**config.mk**
```make
export PLATFORM = sky130hd
export DESIGN_NAME = skid_crd_pipe
export DESIGN_NICKNAME = d
export VERILOG_FILES = /design/src/rtl/skid_crd_pkg.sv /design/src/rtl/skid_crd_delay.sv /design/src/rtl/skid_crd_pipe.sv
export SDC_FILE = /design/constraint.sdc
export NUM_CORES = 1
export LEC_CHECK = 0
export ABC_AREA = 1
export CAP_MARGIN = 10
export CORE_ASPECT_RATIO = 0.7
export CORE_UTILIZATION = 30
export DETAILED_ROUTE_END_ITERATION = 6
export GPL_ROUTABILITY_DRIVEN = 0
export HOLD_SLACK_MARGIN = 0.15
export PLACE_DENSITY = 0.48
export SLEW_MARGIN = 20
export SYNTH_ARGS = -nofsm -noshare
export SYNTH_HDL_FRONTEND = slang
export SYNTH_SLANG_ARGS = --single-unit
```
**constraint.sdc**
```tcl
create_clock -name aclk -period 1.9 [get_ports aclk]
set_input_delay 0.285 -clock aclk [delete_from_list [all_inputs] [get_ports aclk]]
set_output_delay 0.285 -clock aclk [all_outputs]
set_load 0.05 [all_outputs]
```
**src/rtl/skid_crd_pkg.sv**
```systemverilog
// Shared sizing helpers and parameter bounds for the credit-controlled skid pipe.
package skid_crd_pkg;

   localparam int MAX_DEPTH = 64;
   localparam int MAX_PIPE  = 4;

   function automatic int cw(input int depth);
      return $clog2(depth + 1);
   endfunction

   // Credits available out of reset: one per storage entry.
   function automatic int rst_crd(input int depth);
      return depth;
   endfunction

endpackage

```
**src/rtl/skid_crd_delay.sv**
```systemverilog
// PIPE-stage valid/payload shift line between the input handshake and buffer write.
// PIPE=0 collapses to wires; payload stages are not reset, valids clear synchronously.
module skid_crd_delay #(
   parameter int  PIPE = 1,
   parameter type T    = logic
) (
   input  logic i_clk,
   input  logic i_rst_n,
   input  logic i_vld,
   input  T     i_dat,
   output logic o_vld,
   output T     o_dat
);

   if (PIPE == 0) begin : g_wire
      assign o_vld = i_vld;
      assign o_dat = i_dat;
   end else begin : g_line
      logic [PIPE-1:0] r_vld;
      T                r_dat [PIPE];

      always_ff @(posedge i_clk) begin
         if (!i_rst_n) begin
            r_vld <= '0;
         end else begin
            r_vld[0] <= i_vld;
            for (int i = 1; i < PIPE; i++) r_vld[i] <= r_vld[i-1];
         end
      end

      always_ff @(posedge i_clk) begin
         r_dat[0] <= i_dat;
         for (int i = 1; i < PIPE; i++) r_dat[i] <= r_dat[i-1];
      end

      assign o_vld = r_vld[PIPE-1];
      assign o_dat = r_dat[PIPE-1];
   end

endmodule

```
**src/rtl/skid_crd_pipe.sv**
```systemverilog
// Credit-controlled AXI-Stream buffer: delay line feeding a circular buffer, in_tready from credits only.
// Optional tlast/pkt_cnt support when SKID_CRD_PIPE_TLAST_EN is defined.
module skid_crd_pipe
   import skid_crd_pkg::*;
#(
   parameter  int NB    = 40,
   parameter  int DEPTH = 4,
   parameter  int PIPE  = 1,
   localparam int CW    = cw(DEPTH)
) (
   input  logic          aclk,
   input  logic          aresetn,
   input  logic [NB-1:0] in_tdata,
   input  logic          in_tvalid,
   output logic          in_tready,
   output logic [NB-1:0] out_tdata,
   output logic          out_tvalid,
   input  logic          out_tready,
   output logic [CW-1:0] crd_cnt,
   output logic [CW-1:0] fifo_level
`ifdef SKID_CRD_PIPE_TLAST_EN
  ,input  logic          in_tlast,
   output logic          out_tlast,
   output logic [CW-1:0] pkt_cnt
`endif
);

   localparam int PW = (DEPTH > 1) ? $clog2(DEPTH) : 1;

   if (DEPTH < 2 || DEPTH > MAX_DEPTH) begin : g_bad_depth
      $error("skid_crd_pipe: DEPTH must be in 2..64");
   end
   if (PIPE < 0 || PIPE > MAX_PIPE) begin : g_bad_pipe
      $error("skid_crd_pipe: PIPE must be in 0..4");
   end

   // Beat width tracks NB, so the type is declared here rather than in the package.
`ifdef SKID_CRD_PIPE_TLAST_EN
   typedef struct packed { logic [NB-1:0] data; logic last; } beat_t;
`else
   typedef struct packed { logic [NB-1:0] data; } beat_t;
`endif

   logic [CW-1:0] r_crd;
   logic [CW-1:0] r_lvl;
   logic [PW-1:0] r_wptr;
   logic [PW-1:0] r_rptr;
   beat_t         r_mem [DEPTH];

   logic  w_wr;
   logic  w_rd;
   logic  w_bwr;
   beat_t w_in;
   beat_t w_bdat;
   beat_t w_head;

   function automatic logic [PW-1:0] nxt(input logic [PW-1:0] p);
      return (p == PW'(DEPTH - 1)) ? '0 : p + PW'(1);
   endfunction

   assign in_tready  = (r_crd != '0);
   assign out_tvalid = (r_lvl != '0);
   assign w_wr       = in_tvalid & in_tready;
   assign w_rd       = out_tvalid & out_tready;

   always_comb begin
      w_in      = '0;
      w_in.data = in_tdata;
`ifdef SKID_CRD_PIPE_TLAST_EN
      w_in.last = in_tlast;
`endif
   end

   skid_crd_delay #(
      .PIPE (PIPE),
      .T    (beat_t)
   ) u_delay (
      .i_clk   (aclk),
      .i_rst_n (aresetn),
      .i_vld   (w_wr),
      .i_dat   (w_in),
      .o_vld   (w_bwr),
      .o_dat   (w_bdat)
   );

   // A credit leaves on acceptance and only returns when storage drains,
   // so the buffer can never be written while full.
   always_ff @(posedge aclk) begin
      if (!aresetn) begin
         r_crd <= CW'(rst_crd(DEPTH));
      end else if (w_wr && !w_rd) begin
         r_crd <= r_crd - CW'(1);
      end else if (w_rd && !w_wr) begin
         r_crd <= r_crd + CW'(1);
      end
   end

   always_ff @(posedge aclk) begin
      if (!aresetn) begin
         r_lvl  <= '0;
         r_wptr <= '0;
         r_rptr <= '0;
      end else begin
         if (w_bwr) r_wptr <= nxt(r_wptr);
         if (w_rd)  r_rptr <= nxt(r_rptr);
         if (w_bwr && !w_rd)      r_lvl <= r_lvl + CW'(1);
         else if (w_rd && !w_bwr) r_lvl <= r_lvl - CW'(1);
      end
   end

   always_ff @(posedge aclk) begin
      if (w_bwr) r_mem[r_wptr] <= w_bdat;
   end

   assign w_head     = r_mem[r_rptr];
   assign out_tdata  = w_head.data;
   assign crd_cnt    = r_crd;
   assign fifo_level = r_lvl;

`ifdef SKID_CRD_PIPE_TLAST_EN
   logic [CW-1:0] r_pkt;

   always_ff @(posedge aclk) begin
      if (!aresetn) begin
         r_pkt <= '0;
      end else begin
         case ({w_bwr & w_bdat.last, w_rd & w_head.last})
            2'b10:   r_pkt <= r_pkt + CW'(1);
            2'b01:   r_pkt <= r_pkt - CW'(1);
            default: r_pkt <= r_pkt;
         endcase
      end
   end

   assign out_tlast = w_head.last;
   assign pkt_cnt   = r_pkt;
`endif

endmodule

```
* After elaboration in Yosys (flattened, before gate mapping)
Memory sizes are Yosys's and may differ from the RTL's. A register that Yosys moved wholly into a read port is not among the register bits.
Index checks and enable logic that the tools add are counted.
** Storage, ports and cells
- Word-level logic and storage cells :: 38
- Memories kept :: 2
- Bits in writable memories :: 200
- Output and inout port bits :: 48
- Bits of input ports :: 44
- Flip-flop bits (word level) :: 11
- Bits in latches :: 0
- ROM bits :: 0
** Cells by class
- Equal/unequal tests :: 2
- Mux-type cells :: 10
- Bitwise logic cells :: 2
- Reduce and logical (&&, ||, !) cells :: 11
- Shift-type cells :: 0
- Divide/modulo/power cells :: 0
- Multiply operators :: 0
- Add/subtract/negate cells :: 6
- $lt $le $gt $ge :: 0
** Memory list
- r_mem :: words 4, bits a word 40, rd ports 1, clocked after Yosys merged registers in 1, write ports 1, RTL line skid_crd_pipe.sv:48 : beat_t r_mem [DEPTH];
- u_delay.g_line.r_dat :: words 1, bits a word 40, rd ports 1, clocked after Yosys merged registers in 0, write ports 1, RTL line skid_crd_delay.sv:20 : T r_dat [PIPE];
** Operators by type and width (count)
- 3-bit two-way mux :: 4
- 2-bit two-way mux :: 4
- 3-bit by 1-bit adder with 3-bit output, second input constant :: 2
- 3-bit nonzero test :: 2
- 3-bit by 1-bit subtractor with 3-bit output, second input constant :: 2
- 2-bit by 1-bit adder with 2-bit output, second input constant :: 2
- 2-bit equality test, second input constant :: 2
- 1-bit logical AND :: 4
- 2-bit nonzero test :: 2
- 1-bit zero test :: 3
- 1-bit AND :: 2
- 1-bit two-way mux :: 2

* Depth between registers and ports, before layout
Gate-level depths: netlist (run 1).
- Word-level depth :: 6
- Depth in mapped cells :: 12
- Mapped depth without buffers :: 12

* Modules after synthesis
A second synthesis (run 1) with hierarchy kept.
** Second synthesis, totals
- Cell total of the unflattened synthesis :: 516
- Area, all modules :: 7527.2 um^2
** Modules (own cells, without submodules)
- skid_crd_pipe :: area an instance 6698.9 um^2, instances 1, cells each 473, seq. area each 5044.8 um^2
- skid_crd_delay :: area an instance 828.3 um^2, instances 1, cells each 43, seq. area each 820.8 um^2

* Least setup slack after synthesis (run 1)
No wires, ideal clock.
- Path type :: reg-to-reg
- From :: reg r_lvl[0], in the netlist fifo_level[0]
- To :: reg r_lvl[1], in the netlist fifo_level[1]
- Path slack :: -0.511 ns
- Clock period less this slack :: 2.411 ns
- Buffers on the path :: 0
- Data required time :: 1.784 ns
- Arrival :: 2.296 ns
- Setup time :: 0.116 ns
- Cell stages (with the launch flop) :: 9
- Cell sequence :: dfxtp_1 inv_1 nand2_1 nand2_1 ha_1 inv_1 fa_1 o21ai_0 nor2_1
** Between the ends
- Cells in the longest elaborated chain, start to end :: 5
- Elaborated cells on any way between the ends :: 10
- Classes of those cells :: add/sub (2); mux (2); bitwise (1); reduce/logical (5)
** Ends and longest elaborated chain
- from (decl) :: RTL line skid_crd_pipe.sv:45 : logic [CW-1:0] r_lvl;
- from (signal assigned) :: RTL line skid_crd_pipe.sv:106 : if (w_bwr && !w_rd) r_lvl <= r_lvl + CW'(1);
- from (signal assigned) :: RTL line skid_crd_pipe.sv:107 : else if (w_rd && !w_bwr) r_lvl <= r_lvl - CW'(1);
- 3-bit nonzero test (*) :: RTL line skid_crd_pipe.sv:62 : assign out_tvalid = (r_lvl != '0);
- named net out_tvalid :: RTL line skid_crd_pipe.sv:17 : output logic out_tvalid,
- 1-bit AND (*) :: RTL line skid_crd_pipe.sv:64 : assign w_rd = out_tvalid & out_tready;
- 1-bit zero test :: RTL line skid_crd_pipe.sv:106
- 1-bit logical AND :: RTL line skid_crd_pipe.sv:106
- 3-bit two-way mux or 2-bit nonzero test (tied branches)
The timed path passes the listed nets; every way through them passes the cells marked *. The select of a mux whose other input is x is not followed.
A chain may end at the register's enable or synchronous reset.

==> summary.txt, run 1 <==
Outcome
  – Result of the run: finished, violations left
  – Failing checks: setup timing

Floorplan
  – Initial core utilization: 0.306
  – Core Area: 24600 µm²
  – Number of ports placed on the die boundary: 92
  – Total die area: 25700 µm²
  – Die boundary width: 191 µm
  – Floorplan die height: 135 µm
  – Cell Rows: 48

Logic synthesis
  – Synth Register Bits: 213
  – Area leader, netlist: sky130_fd_sc_hd__edfxtp_1
  – Portion of synthesized cell area occupied by the leading cell type: 0.638
  – Number of standard cells after synthesis: 519
  – Synth Net Count: 572
  – Sequential area share after synthesis: 0.779
  – Count of synthesis-stage warnings from yosys: 0
  – Post-synthesis cell type count: 22
  – Synthesized area per cell: 14.5 µm²
  – Cell area after synthesis: 7530 µm²
  – Most area-consuming cells after synthesis: sky130_fd_sc_hd__edfxtp_1 (64%), sky130_fd_sc_hd__dfxtp_1 (14%), sky130_fd_sc_hd__nor2_1 (4.5%), sky130_fd_sc_hd__o22ai_1 (3.3%), sky130_fd_sc_hd__o21ai_0 (3.0%)

Worst setup path
  – Category of the critical setup timing path: reg -> out
  – CP Capture Type: output port
  – CP Launch Type: flip-flop
  – Top fanout value on the critical path: 40
  – Endpoint arrival time on the critical path: 1.74 ns
  – Req. time, crit path: 1.62 ns

Clock tree
  – Number of buffers added by the clock tree synthesis step: 22
  – Longest Clk Path Bufs: 3
  – Clock latency on the worst-skew pair: 0.50 ns
  – Clock tree from TritonCTS: done
  – Depth of the CTS H-tree: 1
  – Library cell used as clock root buffer: sky130_fd_sc_hd__clkbuf_16
  – Hold buffer count at cts: 0
  – Clock sink count: 213
  – Clk slew on worst S/H paths: 0.06 ns

Global route
  – Initial antenna violation count: 0
  – Total grt overflow: 0
  – Wire length of the first global-routing pass: 28200 µm
  – Global Route Usage Sum: 0.148
  – Pin count of the biggest net entering global routing: 41
  – Via count of the first global-routing pass: 4777

Route
  – Total wirelength of the detailed-routed design: 18800 µm
  – Drt pass-1 iters: 4
  – Wirelength per Cell: 19.0 µm
  – Number of design-rule violations left by the first detailed-router iteration: 231
  – Residual antenna-violating net count after detailed routing: 0
  – Via total after detailed routing: 4579
  – Detail-routed via count per cell: 4.63
  – Total DRC errors in the routed layout: 0

Placed design
  – IO buf count: 91
  – Total half-perimeter wirelength after legalization and detailed placement: 9300 µm
  – Placed Cells incl. Taps: 927
  – Worst Setup Slack post-DPL: -0.0996 ns
  – Post-placement cell area: 8710 µm²

Finish
  – # diodes: 0
  – # fillers: 2256
  – Area Overhead vs Synth: 39.2%
  – Finished Cell Area: 10500 µm²
  – Nets: 701
  – Share of cells above drive strength 1: 0.325
  – Area of the multi-input gates: 1760 µm²
  – Non-Filler Instances: 989
  – Storage cell area: 5880 µm²

STA
  – Final-report setup violation count: 40
  – Min Tclk post-route: 2.03 ns
  – Slew @ Worst Pin: 0.510 ns
  – Clock Skews: 0.0153 ns
  – Part of the cycle the worst path needs: 1.07
  – Setup TNS: -3.34 ns
  – Worst Slack Setup Final: -0.129 ns
  – Slew margin rel.: 0.661
  – Count of final hold-check violations: 0
  – Upper clock frequency limit: 493 MHz
  – Setup repair after global routing missed its margin: true
  – Pins over their slew limit: 0

Hold path
  – Class of the most critical hold timing path: in -> reg

Power and ir drop
  – Design Power: 16800 µW
  – Peak VDD IR: 0.961 mV
  – Leakage power of the design: 0.00373 µW
  – Pwr dens: 1610 nW/µm²

Flow run
  – Number of max-cap violations: 0
worst max-delay path: stages, from the launching register on:
cell	delay, ns
sky130_fd_sc_hd__dfxtp_4	0.36
sky130_fd_sc_hd__buf_12	0.16
sky130_fd_sc_hd__inv_16	0.15
sky130_fd_sc_hd__nor2_1	0.06
sky130_fd_sc_hd__o22ai_1	0.23
sky130_fd_sc_hd__buf_4	0.24
stage by stage:
stage,utilization,hold slack (ns)
final,0.426,0.219
after global routing,0.426,0.200
after CTS,0.420,0.200
after detailed placement,0.354,0.459
after global placement,0.354,0.449
after floorplan,-,0.313
sequential cells by signal, indices dropped and copies added (netlist names), named ones only:
| register | flops |
|---|---|
| fifo_level | 3 |
| r_wptr | 2 |
| crd_cnt | 3 |
| u_delay.g_line.r_dat | 40 |
| r_rptr | 2 |
| r_mem | 160 |
| u_delay.o_vld | 1 |
logic make-up after synthesis:
kind of cell / count (synthesis) / synth area share
AO/OA/AOI/OAI: 131 / 0.0947
buffers and inverters: 50 / 0.0497
adder cells (fa/ha/maj): 9 / 0.0169
flip-flops: 213 / 0.779
AND/OR/NAND/NOR: 116 / 0.0597
cell usage in the layout, fill, tap and decap left out, types with 2 or more instances in the layout:
master and count:
sky130_fd_sc_hd__fa_1 2, sky130_fd_sc_hd__clkinv_1 2, sky130_fd_sc_hd__buf_4 16, sky130_fd_sc_hd__inv_2 4
sky130_fd_sc_hd__nand2_1 15, sky130_fd_sc_hd__o21ai_1 31, sky130_fd_sc_hd__clkbuf_1 7, sky130_fd_sc_hd__nand4_1 2
sky130_fd_sc_hd__clkinv_4 2, sky130_fd_sc_hd__nor2_1 65, sky130_fd_sc_hd__inv_1 18, sky130_fd_sc_hd__nor2_4 8
sky130_fd_sc_hd__buf_8 4, sky130_fd_sc_hd__inv_8 2, sky130_fd_sc_hd__buf_16 4, sky130_fd_sc_hd__nand2_4 2
sky130_fd_sc_hd__o22ai_4 2, sky130_fd_sc_hd__dfxtp_2 7, sky130_fd_sc_hd__buf_6 36, sky130_fd_sc_hd__edfxtp_1 160
sky130_fd_sc_hd__nor2_2 18, sky130_fd_sc_hd__dfxtp_1 45, sky130_fd_sc_hd__clkdlybuf4s50_1 43, sky130_fd_sc_hd__buf_12 13
sky130_fd_sc_hd__o22ai_1 8, sky130_fd_sc_hd__nand3_1 3, sky130_fd_sc_hd__clkbuf_16 23, sky130_fd_sc_hd__inv_12 3
sky130_fd_sc_hd__o21ai_0 26, sky130_fd_sc_hd__a21oi_1 6, sky130_fd_sc_hd__o22ai_2 30, sky130_fd_sc_hd__ha_1 7
sky130_fd_sc_hd__clkbuf_8 3, sky130_fd_sc_hd__inv_16 3, sky130_fd_sc_hd__dlygate4sd2_1 6, sky130_fd_sc_hd__o21ai_4 4
sky130_fd_sc_hd__bufinv_16 2, sky130_fd_sc_hd__o21ai_2 24
report_power, final:
group	leakage [µW]	internal, µW	switching (µW)
clock network	0.000348	2540	1730
registers	0.00190	5340	205
logic	0.00148	2520	4510
total	0.00373	10400	6440
repair_timing:
item / 4_1_cts / 5_1_grt
gates cloned: 12 / 1
endpoints found under the setup margin: 46 / 42
pin swaps: 20 / 20
endpoints found under the hold margin: 0 / 0
resized for setup: 171 / 41
buffers inserted: 10 / 1
layout make-up:
| type | count | share of cell area |
|---|---|---|
| Inverter | 24 | 0.0106 |
| Clock inverter | 8 | 0.0104 |
| Timing Repair inverter | 8 | 0.0135 |
| Sequential cell | 213 | 0.561 |
| Clock buffer | 32 | 0.0590 |
| Tap cell | 325 | 0.0388 |
| Multi-Input combinational cell | 256 | 0.167 |
| Timing Repair Buffer | 123 | 0.140 |
cell usage after synthesis:
library cell	number
sky130_fd_sc_hd__edfxtp_1	160
sky130_fd_sc_hd__nor2_1	91
sky130_fd_sc_hd__dfxtp_1	53
sky130_fd_sc_hd__o21ai_0	45
sky130_fd_sc_hd__o22ai_1	40
sky130_fd_sc_hd__o21ai_1	38
sky130_fd_sc_hd__inv_1	23
sky130_fd_sc_hd__nand2_1	18
sky130_fd_sc_hd__buf_2	9
sky130_fd_sc_hd__ha_1	7
sky130_fd_sc_hd__a21oi_1	6
sky130_fd_sc_hd__buf_6	5
sky130_fd_sc_hd__buf_12	4
sky130_fd_sc_hd__buf_4	4
sky130_fd_sc_hd__buf_8	4
sky130_fd_sc_hd__nand3_1	3
sky130_fd_sc_hd__fa_1	2
sky130_fd_sc_hd__nand4_1	2
sky130_fd_sc_hd__o21ai_2	2
sky130_fd_sc_hd__inv_12	1
sky130_fd_sc_hd__nand3b_1	1
sky130_fd_sc_hd__nor3_1	1
worst paths after layout:
path / startpoint / end / slack, ns / depth (start not counted)
min: in_tdata[9] / u_delay.g_line.r_dat[0][9] / 0.22 / 1
max reg2reg: fifo_level[2] / fifo_level[2] / 0.18 / 12
min reg2reg: u_delay.g_line.r_dat[0][37] / r_mem[0][37] / 0.47 / 0
max: flip-flop / out_tdata[6] / -0.13 / 5
layer usage:
metal | up-vias | GRT usage | wire, µm | part of all wire
li1 | 2165 | - | - | -
met1 | 2278 | 0.202 | 8500 | 0.45
met2 | 112 | 0.247 | 9030 | 0.48
met3 | 24 | 0.0299 | 979 | 0.052
met4 | 0 | 0.0282 | 305 | 0.016
met5 | - | 0 | 0 | 0
(Power assumes the default switching activity.)
==> run 2, diff against run 1 <==
CTS_CLUSTER_SIZE = 8   (was unset)
==> run 2 against run 1 <==
The flow still finishes with violations (setup timing). Worst hold slack worse by 0.034 ns. Flip-flop and latch count unchanged. Sequential share of layout area down 1.6 points. Critical endpoint is now out_tdata[30].
==> summary.txt, run 2 (synthesized netlist as in run 1, its figures left out) <==
Outcome
  – Result of the run: finished, violations left
  – Failing checks: setup timing

Power and ir drop
  – Leakage power of the design: 0.00384 µW
  – Peak VDD IR: 0.828 mV
  – Design Power: 17600 µW
  – Pwr dens: 1640 nW/µm²

Global route
  – Global Route Usage Sum: 0.149
  – Wire length of the first global-routing pass: 28500 µm
  – Initial antenna violation count: 0
  – Pin count of the biggest net entering global routing: 41
  – Met2 layer usage reported by global route: 0.247
  – Most heavily used metal layer in global routing: met2
  – Met1 global-route usage: 0.201
  – Global-route track usage on met3: 0.0286
  – Total grt overflow: 0
  – Via count of the first global-routing pass: 4919

Clock tree
  – Number of buffers added by the clock tree synthesis step: 30
  – Depth of the CTS H-tree: 1
  – Clk slew on worst S/H paths: 0.05 ns
  – Clock latency on the worst-skew pair: 0.54 ns
  – Clock tree from TritonCTS: done
  – Library cell used as clock root buffer: sky130_fd_sc_hd__clkbuf_16
  – Clock sink count: 213
  – Longest Clk Path Bufs: 3
  – Hold buffer count at cts: 0

STA
  – Slew @ Worst Pin: 0.510 ns
  – Setup TNS: -4.53 ns
  – Slew margin rel.: 0.662
  – Min Tclk post-route: 2.07 ns
  – Count of final hold-check violations: 0
  – Worst Slack Setup Final: -0.169 ns
  – Hold Worst Slack: 0.186 ns
  – Upper clock frequency limit: 483 MHz
  – Clock Skews: 0.0151 ns
  – Final-report setup violation count: 40
  – Pins over their slew limit: 0
  – Part of the cycle the worst path needs: 1.09
  – Setup repair after global routing missed its margin: true

Route
  – Drt pass-1 iters: 4
  – Total DRC errors in the routed layout: 0
  – Detail-routed via count per cell: 4.65
  – Residual antenna-violating net count after detailed routing: 0
  – Via total after detailed routing: 4693
  – Total wirelength of the detailed-routed design: 19300 µm
  – Number of design-rule violations left by the first detailed-router iteration: 209
  – Wirelength per Cell: 19.1 µm

Worst setup path
  – Setup slack of the most critical reg-to-reg path: 0.18 ns
  – Start of the worst register-to-register path: fifo_level[2]
  – CP Capture Type: output port
  – CP Launch Type: flip-flop
  – Slowest cell on the critical path: sky130_fd_sc_hd__dfxtp_4
  – Category of the critical setup timing path: reg -> out
  – Crit-path max cell delay: 0.36 ns
  – Cell family with most CP delay: buffers and inverters
  – Number of stages on the worst setup path: 6
  – Top fanout value on the critical path: 6
  – Endpoint arrival time on the critical path: 1.78 ns
  – Count of buffering cells on the critical path with inverters included: 4
  – Capture point of the worst path: out_tdata[30]
  – Cells along the critical path: buf_12 > buf_16 > inv_16 > nor2_2 > o22ai_1 > buf_4
  – Worst r2r path cells: 12
  – Req. time, crit path: 1.62 ns
  – Capturing point of the worst reg2reg path: fifo_level[2]

Floorplan
  – Die boundary width: 191 µm
  – Number of ports placed on the die boundary: 92
  – Initial core utilization: 0.306
  – Total die area: 25700 µm²
  – Core Area: 24600 µm²
  – Cell Rows: 48
  – Floorplan die height: 135 µm

Finish
  – Leading cell types in the layout, fill and taps excluded: sky130_fd_sc_hd__edfxtp_1 (160), sky130_fd_sc_hd__nor2_1 (60), sky130_fd_sc_hd__dfxtp_1 (45)
  – Area Overhead vs Synth: 43.3%
  – Non-Filler Instances: 1010
  – # fillers: 2240
  – Most common library cell in the layout ignoring fill and taps: sky130_fd_sc_hd__edfxtp_1
  – Share of cells above drive strength 1: 0.347
  – Max reg flops: 160
  – End-of-flow core utilization: 0.438
  – Registers with the highest flip-flop counts: r_mem x160, u_delay.g_line.r_dat x40
  – Nets: 714
  – Reg with most FFs: r_mem
  – # diodes: 0

Placed design
  – Total half-perimeter wirelength after legalization and detailed placement: 9300 µm
  – Placed Cells incl. Taps: 927
  – IO buf count: 91

Hold path
  – Class of the most critical hold timing path: in -> reg

Flow run
  – Number of max-cap violations: 0
## run 2: timing repair
item | in CTS | in global routing
cloned | 11 | 1
setup endpoints to repair | 46 | 42
resized for setup | 162 | 87
setup buffers | 10 | 7
pin swaps | 19 | 21
## run 2: area by class of cell
cell class	instances	area (µm²)	area share
clock inverters	2	21.3	0.00197
flip-flops and latches	213	5880	0.545
well taps	325	407	0.0377
repair inverters	8	135	0.0125
inverters	24	124	0.0115
repair buffers	128	1510	0.140
clock buffers	54	841	0.0779
multi-input cells	256	1870	0.173
## run 2: worst min-delay path by stage
stage / end / from / slack [ns] / cells past startpoint
after global placement: r_mem[3][36] / u_delay.g_line.r_dat[0][36] / 0.45 / 0
after floorplan: u_delay.g_line.r_dat[0][0] / in_tdata[0] / 0.31 / 0
after CTS: u_delay.g_line.r_dat[0][9] / in_tdata[9] / 0.16 / 1
after global routing: u_delay.g_line.r_dat[0][23] / in_tdata[23] / 0.17 / 1
after detailed placement: r_mem[3][37] / u_delay.g_line.r_dat[0][37] / 0.46 / 0
final: u_delay.g_line.r_dat[0][24] / in_tdata[24] / 0.19 / 1
## run 2: report_power, final
| group | internal, µW | switching [µW] | leakage [µW] |
|---|---|---|---|
| sequential | 5360 | 209 | 0.00190 |
| clock | 2940 | 1870 | 0.000409 |
| combinational | 2640 | 4630 | 0.00153 |
## run 2: metrics by stage
stage,cell area (µm²),worst slack (ns)
finish,10800,-0.169
global route,10800,-0.217
CTS,10400,-0.211
detailed placement,8710,-0.0996
global placement,8710,-0.0241
floorplan,7550,-0.0405
## run 2: layer usage
| layer | share of wire | vias to the layer above |
|---|---|---|
| met2 | 0.47 | 119 |
| met4 | 0.024 | 0 |
| li1 | - | 2199 |
| met1 | 0.46 | 2336 |
| met5 | 0 | - |
| met3 | 0.044 | 39 |
